<file path="src/rtl/sdram_arb_pkg.sv">
`default_nettype none
// ============================================================================
// sdram_arb_pkg -- shared types and port indices for the SDRAM port arbiter
// Revision: 1.0
// ============================================================================
package sdram_arb_pkg;

    typedef enum logic [1:0] {
        IDLE    = 2'd0,
        ISSUE   = 2'd1,
        WAIT_RD = 2'd2,
        DONE    = 2'd3
    } state_t;

    localparam logic PORT_VIDEO = 1'b0;
    localparam logic PORT_CPU   = 1'b1;

endpackage
`default_nettype wire

</file>
<file path="src/rtl/sdram_port_arbiter.sv">
`default_nettype none
// ============================================================================
// sdram_port_arbiter -- two-port (video/CPU) arbiter for a single-command
//                       SDRAM controller, video priority with CPU starvation guard
// Revision: 1.0
// ============================================================================
module sdram_port_arbiter
    import sdram_arb_pkg::*;
#(
    parameter int ADDR_W       = 24,
    parameter int DATA_W       = 32,
    parameter int STARVE_LIMIT = 4
) (
    input  logic                clk,
    input  logic                reset_ni,

    input  logic                m0_req_i,
    input  logic                m0_we_i,
    input  logic [ADDR_W-1:0]   m0_addr_i,
    input  logic [DATA_W-1:0]   m0_wdata_i,
    input  logic [DATA_W/8-1:0] m0_wmask_i,
    output logic                m0_ack_o,
    output logic [DATA_W-1:0]   m0_rdata_o,

    input  logic                m1_req_i,
    input  logic                m1_we_i,
    input  logic [ADDR_W-1:0]   m1_addr_i,
    input  logic [DATA_W-1:0]   m1_wdata_i,
    input  logic [DATA_W/8-1:0] m1_wmask_i,
    output logic                m1_ack_o,
    output logic [DATA_W-1:0]   m1_rdata_o,

    output logic                s_valid_o,
    input  logic                s_ready_i,
    output logic                s_we_o,
    output logic [ADDR_W-1:0]   s_addr_o,
    output logic [DATA_W-1:0]   s_wdata_o,
    output logic [DATA_W/8-1:0] s_wmask_o,
    input  logic [DATA_W-1:0]   s_rdata_i,
    input  logic                s_rvalid_i,

    output logic                busy_o
);

    localparam int c_MASK_W = DATA_W / 8;
    localparam int c_CNT_W  = (STARVE_LIMIT < 1) ? 1 : $clog2(STARVE_LIMIT + 1);
    localparam logic [c_CNT_W-1:0] c_LIMIT = c_CNT_W'(STARVE_LIMIT);

    state_t                state_q,     state_d;
    logic                  grant_q,     grant_d;
    logic [c_CNT_W-1:0]    starve_cnt_q, starve_cnt_d;
    logic                  s_valid_q,   s_valid_d;
    logic                  s_we_q,      s_we_d;
    logic [ADDR_W-1:0]     s_addr_q,    s_addr_d;
    logic [DATA_W-1:0]     s_wdata_q,   s_wdata_d;
    logic [c_MASK_W-1:0]   s_wmask_q,   s_wmask_d;
    logic [DATA_W-1:0]     m0_rdata_q,  m0_rdata_d;
    logic [DATA_W-1:0]     m1_rdata_q,  m1_rdata_d;
    logic                  w_winner;

    // The "last grant was video" term only matters for STARVE_LIMIT == 0, where
    // it turns the always-saturated counter into strict alternation.
    function automatic logic pick_winner(input logic req0, input logic req1,
                                         input logic [c_CNT_W-1:0] cnt,
                                         input logic last_grant);
        if (req1 && (!req0 || (cnt == c_LIMIT && last_grant == PORT_VIDEO)))
            return PORT_CPU;
        return PORT_VIDEO;
    endfunction

    always_ff @(posedge clk) begin
        if (!reset_ni) begin
            state_q      <= IDLE;
            grant_q      <= PORT_VIDEO;
            starve_cnt_q <= '0;
            s_valid_q    <= 1'b0;
            s_we_q       <= 1'b0;
            s_addr_q     <= '0;
            s_wdata_q    <= '0;
            s_wmask_q    <= '0;
            m0_rdata_q   <= '0;
            m1_rdata_q   <= '0;
        end else begin
            state_q      <= state_d;
            grant_q      <= grant_d;
            starve_cnt_q <= starve_cnt_d;
            s_valid_q    <= s_valid_d;
            s_we_q       <= s_we_d;
            s_addr_q     <= s_addr_d;
            s_wdata_q    <= s_wdata_d;
            s_wmask_q    <= s_wmask_d;
            m0_rdata_q   <= m0_rdata_d;
            m1_rdata_q   <= m1_rdata_d;
        end
    end

    always_comb begin
        state_d      = state_q;
        grant_d      = grant_q;
        starve_cnt_d = starve_cnt_q;
        s_valid_d    = s_valid_q;
        s_we_d       = s_we_q;
        s_addr_d     = s_addr_q;
        s_wdata_d    = s_wdata_q;
        s_wmask_d    = s_wmask_q;
        m0_rdata_d   = m0_rdata_q;
        m1_rdata_d   = m1_rdata_q;
        w_winner     = pick_winner(m0_req_i, m1_req_i, starve_cnt_q, grant_q);

        unique case (state_q)
            IDLE: begin
                if (m0_req_i || m1_req_i) begin
                    grant_d   = w_winner;
                    s_valid_d = 1'b1;
                    state_d   = ISSUE;
                    if (w_winner == PORT_CPU) begin
                        s_we_d       = m1_we_i;
                        s_addr_d     = m1_addr_i;
                        s_wdata_d    = m1_wdata_i;
                        s_wmask_d    = m1_wmask_i;
                        starve_cnt_d = '0;
                    end else begin
                        s_we_d    = m0_we_i;
                        s_addr_d  = m0_addr_i;
                        s_wdata_d = m0_wdata_i;
                        s_wmask_d = m0_wmask_i;
                        if (!m1_req_i)
                            starve_cnt_d = '0;
                        else if (starve_cnt_q != c_LIMIT)
                            starve_cnt_d = starve_cnt_q + c_CNT_W'(1);
                    end
                end
            end
            ISSUE: begin
                if (s_ready_i) begin
                    s_valid_d = 1'b0;
                    state_d   = s_we_q ? DONE : WAIT_RD;
                end
            end
            WAIT_RD: begin
                if (s_rvalid_i) begin
                    if (grant_q == PORT_CPU)
                        m1_rdata_d = s_rdata_i;
                    else
                        m0_rdata_d = s_rdata_i;
                    state_d = DONE;
                end
            end
            DONE: begin
                state_d = IDLE;
            end
            default: begin
                state_d = IDLE;
            end
        endcase
    end

    assign s_valid_o  = s_valid_q;
    assign s_we_o     = s_we_q;
    assign s_addr_o   = s_addr_q;
    assign s_wdata_o  = s_wdata_q;
    assign s_wmask_o  = s_wmask_q;
    assign m0_rdata_o = m0_rdata_q;
    assign m1_rdata_o = m1_rdata_q;
    assign m0_ack_o   = (state_q == DONE) && (grant_q == PORT_VIDEO);
    assign m1_ack_o   = (state_q == DONE) && (grant_q == PORT_CPU);
    assign busy_o     = (state_q != IDLE);

endmodule
`default_nettype wire
</file>
<file path="config.mk">
export PLATFORM = sky130hd
export DESIGN_NAME = sdram_port_arbiter
export DESIGN_NICKNAME = d
export VERILOG_FILES = /design/src/rtl/sdram_arb_pkg.sv /design/src/rtl/sdram_port_arbiter.sv
export SDC_FILE = /design/constraint.sdc
export NUM_CORES = 1
export LEC_CHECK = 0
export ABC_CLOCK_PERIOD_IN_PS = 3600
export BUFFER_PORTS_ARGS = -buffer_cell sky130_fd_sc_hd__buf_2
export CAP_MARGIN = 20
export CELL_PAD_IN_SITES_DETAIL_PLACEMENT = 1
export CELL_PAD_IN_SITES_GLOBAL_PLACEMENT = 1
export CORE_MARGIN = 3
export CORE_UTILIZATION = 32
export CTS_CLUSTER_DIAMETER = 120
export DETAILED_ROUTE_END_ITERATION = 8
export PLACE_DENSITY = 0.78
export SLEW_MARGIN = 20
export SYNTH_ARGS = -nofsm -noshare
export SYNTH_HDL_FRONTEND = slang
export SYNTH_SLANG_ARGS = --single-unit
</file>
<file path="constraint.sdc">
create_clock -name clk -period 3.6 [get_ports clk]
set_input_delay 0.72 -clock clk [delete_from_list [all_inputs] [get_ports clk]]
set_output_delay 0.72 -clock clk [all_outputs]
set_load 0.02 [all_outputs]
</file>
==> flow_metrics.py <==
metrics = {
    "die": {
        "num_rows": 49,
        "start_util_pct": 32.9,
        "dieArea_um2": 20300,
        "die_w_um": 143,
        "ioPinCount": 289,
        "die_h_um": 143,
        "coreArea_um2": 18100,
    },
    "critical_path": {
        "crit_arrival_ns": 2.80,
        "crit_path_end_kind": "flop",
        "path_max_fanout": 63,
        "startpoint_type": "flop",
        "path_class": "flop to flop",
        "cp.required_ns": 3.90,
    },
    "clock_network": {
        "cts-root-buf": "clkbuf_16",
        "hold_buffers": 0,
        "htree_levels": 4,
        "cts.sinks": 132,
        "cts_resized": 0,
        "clk_pin_slew_ns": 0.06,
        "clk_latency_ns": 0.42,
        "clockBufferDepth": 2,
        "cts_buffers": 17,
        "cts_tree": "yes",
        "postCtsSetupBuffers": 0,
    },
    "synth": {
        "yosys.area.top_type_share_pct": 44.3,
        "yosys_warnings": 0,
        "synth-seq-cells": 132,
        "syn_area_per_cell_um2": 8.62,
        "syn_inst": 692,
        "synthArstFlopShare_pct": 0,
        "yosysSeqAreaShare_pct": 44.3,
        "yosysUniqueCellTypes": 37,
        "syn_nets": 859,
        "synth_edf_count": 0,
        "syn_area_um2": 5970,
        "ys.flop_type": "dfxtp_1",
        "synth_area_leaders": "dfxtp_1, o311a_1, nand2_1",
        "yosysTopAreaCell": "dfxtp_1",
    },
    "timing": {
        "worst_pin_slew_ns": 0.758,
        "final.period_utilization_pct": 69.4,
        "rsz0062_at_grt": "false",
        "slew_viol_final": 0,
        "finalSetupTns_ns": 0,
        "setup_viol": 0,
        "clock.fmax_mhz": 401,
        "finalHoldViolCount": 0,
        "whs_ns": 0.450,
        "skew_ns": 0.0122,
        "finalCriticalPeriod_ns": 2.50,
        "max_slew_margin_pct": 49.4,
        "final.setup.worst_slack_ns": 1.10,
    },
    "power_and_ir_drop": {
        "comb_power_share_pct": 34.3,
        "p_leak_nw": 3.96,
        "p_clk_share_pct": 31.5,
        "max-vdd-ir-drop_mv": 0.351,
        "p_switching_mw": 2.06,
        "power_density_nw_per_um2": 695,
        "swShare_pct": 36.5,
        "internal_power_mw": 3.58,
        "p_seq_share_pct": 34.2,
    },
    "finish": {
        "final_cell_mix": "buf_2, nand2_1, dfxtp_1",
        "areaGrowthSynthToFinish_pct": 36.0,
        "final_core_util_pct": 44.7,
        "final_common_cell": "buf_2",
        "nets": 1112,
        "fill_cells": 2224,
        "diodes": 0,
        "layout-drive-gt1-share_pct": 35.3,
    },
    "place": {
        "io_buffer_count": 288,
        "gp_congestion": 0.741,
        "dp_hpwl_um": 13800,
        "pre_cts_ws_ns": 0.812,
    },
    "detailed_routing": {
        "post-route-drc-count": 0,
        "drt_first_pass_iters": 4,
        "post_drt_wl_per_cell_um": 16.6,
        "avgViaCountPerCell": 5.07,
        "via_count": 6016,
        "postRouteAntennaNets": 0,
        "initialDrtViolationCount": 255,
        "drt_wl_total_um": 19700,
    },
    "global_route": {
        "antenna_found_initial": 0,
        "gr-total-overflow": 0,
        "grt_max_degree": 81,
        "grt_pass1_wl_um": 30800,
        "grt_use_total_pct": 18.9,
        "grt_pass1_vias": 5999,
    },
    "min_path": {
        "hold_path.class": "flop to flop",
    },
    "run": {
        "maxCapViolations": 0,
    },
    "outcome": {
        "status": "complete, no violations",
    },
}
-- cell usage after synthesis, types with 2 or more instances --
| master | n |
|---|---|
| ha_1 | 7 |
| or3_1 | 2 |
| nand2b_1 | 62 |
| nand2_1 | 135 |
| and3b_1 | 2 |
| o311a_1 | 61 |
| dfxtp_1 | 132 |
| a21boi_0 | 61 |
| inv_1 | 7 |
| nor2b_1 | 3 |
| a21oi_1 | 67 |
| o2bb2ai_1 | 2 |
| buf_2 | 12 |
| buf_6 | 4 |
| clkbuf_1 | 51 |
| and3_1 | 62 |
| and2_1 | 2 |
-- per-stage QoR --
stage	instance area [um^2]	power, mW	cells
floorplan	5970	3.26	692
CTS	8110	5.72	1187
global route	8110	5.99	1187
detailed placement	7520	3.92	1155
finish	8110	5.64	1187
global placement	7520	3.89	1155
-- power by group through the flow --
stage | sequential, mW | combinational, mW | clock, mW
4_1_cts | 1.93 | 1.97 | 1.82
5_1_grt | 1.97 | 2.14 | 1.89
2_1_floorplan | 2.30 | 0.957 | 0
6_report | 1.93 | 1.94 | 1.78
3_3_place_gp | 1.95 | 1.94 | 0
3_5_place_dp | 1.96 | 1.96 | 0
-- routing by layer --
metal	vias to the layer above	share of wire [%]	GRT usage, %
met2	202	48	31.8
met4	0	1.7	6.65
li1	2952	-	-
met5	-	0	0
met3	25	8.9	7.09
met1	2837	41	21.9
-- state kept, by name (all words and copies together), names as in the netlist --
signal        count
m1_rdata_o       32
s_addr_o         24
s_wdata_o        32
m0_rdata_o       32
s_we_o            1
s_wmask_o         4
starve_cnt_q      3
s_valid_o         1
state_q           2
grant_q           1
-- layout make-up --
type	instances	area, um^2	area share, %
Timing Repair Buffer	302	1550	19.1
Tap cell	229	287	3.53
Sequential cell	132	2640	32.6
Clock inverter	15	169	2.08
Clock buffer	17	425	5.24
Multi-Input combinational cell	485	3020	37.2
Inverter	7	26.3	0.324
-- cells by family after synthesis --
family | synth area share, %
and+or+nand+nor | 23.6
AOI/OAI and AO/OA | 25.2
DFF | 44.3
buffers and inverters | 5.47
adders and majority gates | 1.47
-- critical path: stages, from the launching register on --
cell	delay (ns)
dfxtp_1	0.33
inv_1	0.08
ha_1	0.25
nand4b_4	0.61
buf_4	0.53
and3_1	0.22
o311a_1	0.33
-- final timing paths --
check	start	endpoint	slack, ns	depth (start not counted)
worst min-delay path	m0_rdata_o[7]	m0_rdata_o[7]	0.45	2
worst max register to register	starve_cnt_q[0]	s_addr_o[14]	1.10	6
worst max-delay path	starve_cnt_q[0]	s_addr_o[14]	1.10	6
worst min register to register	m0_rdata_o[7]	m0_rdata_o[7]	0.45	2
(Power assumes the default switching activity.)
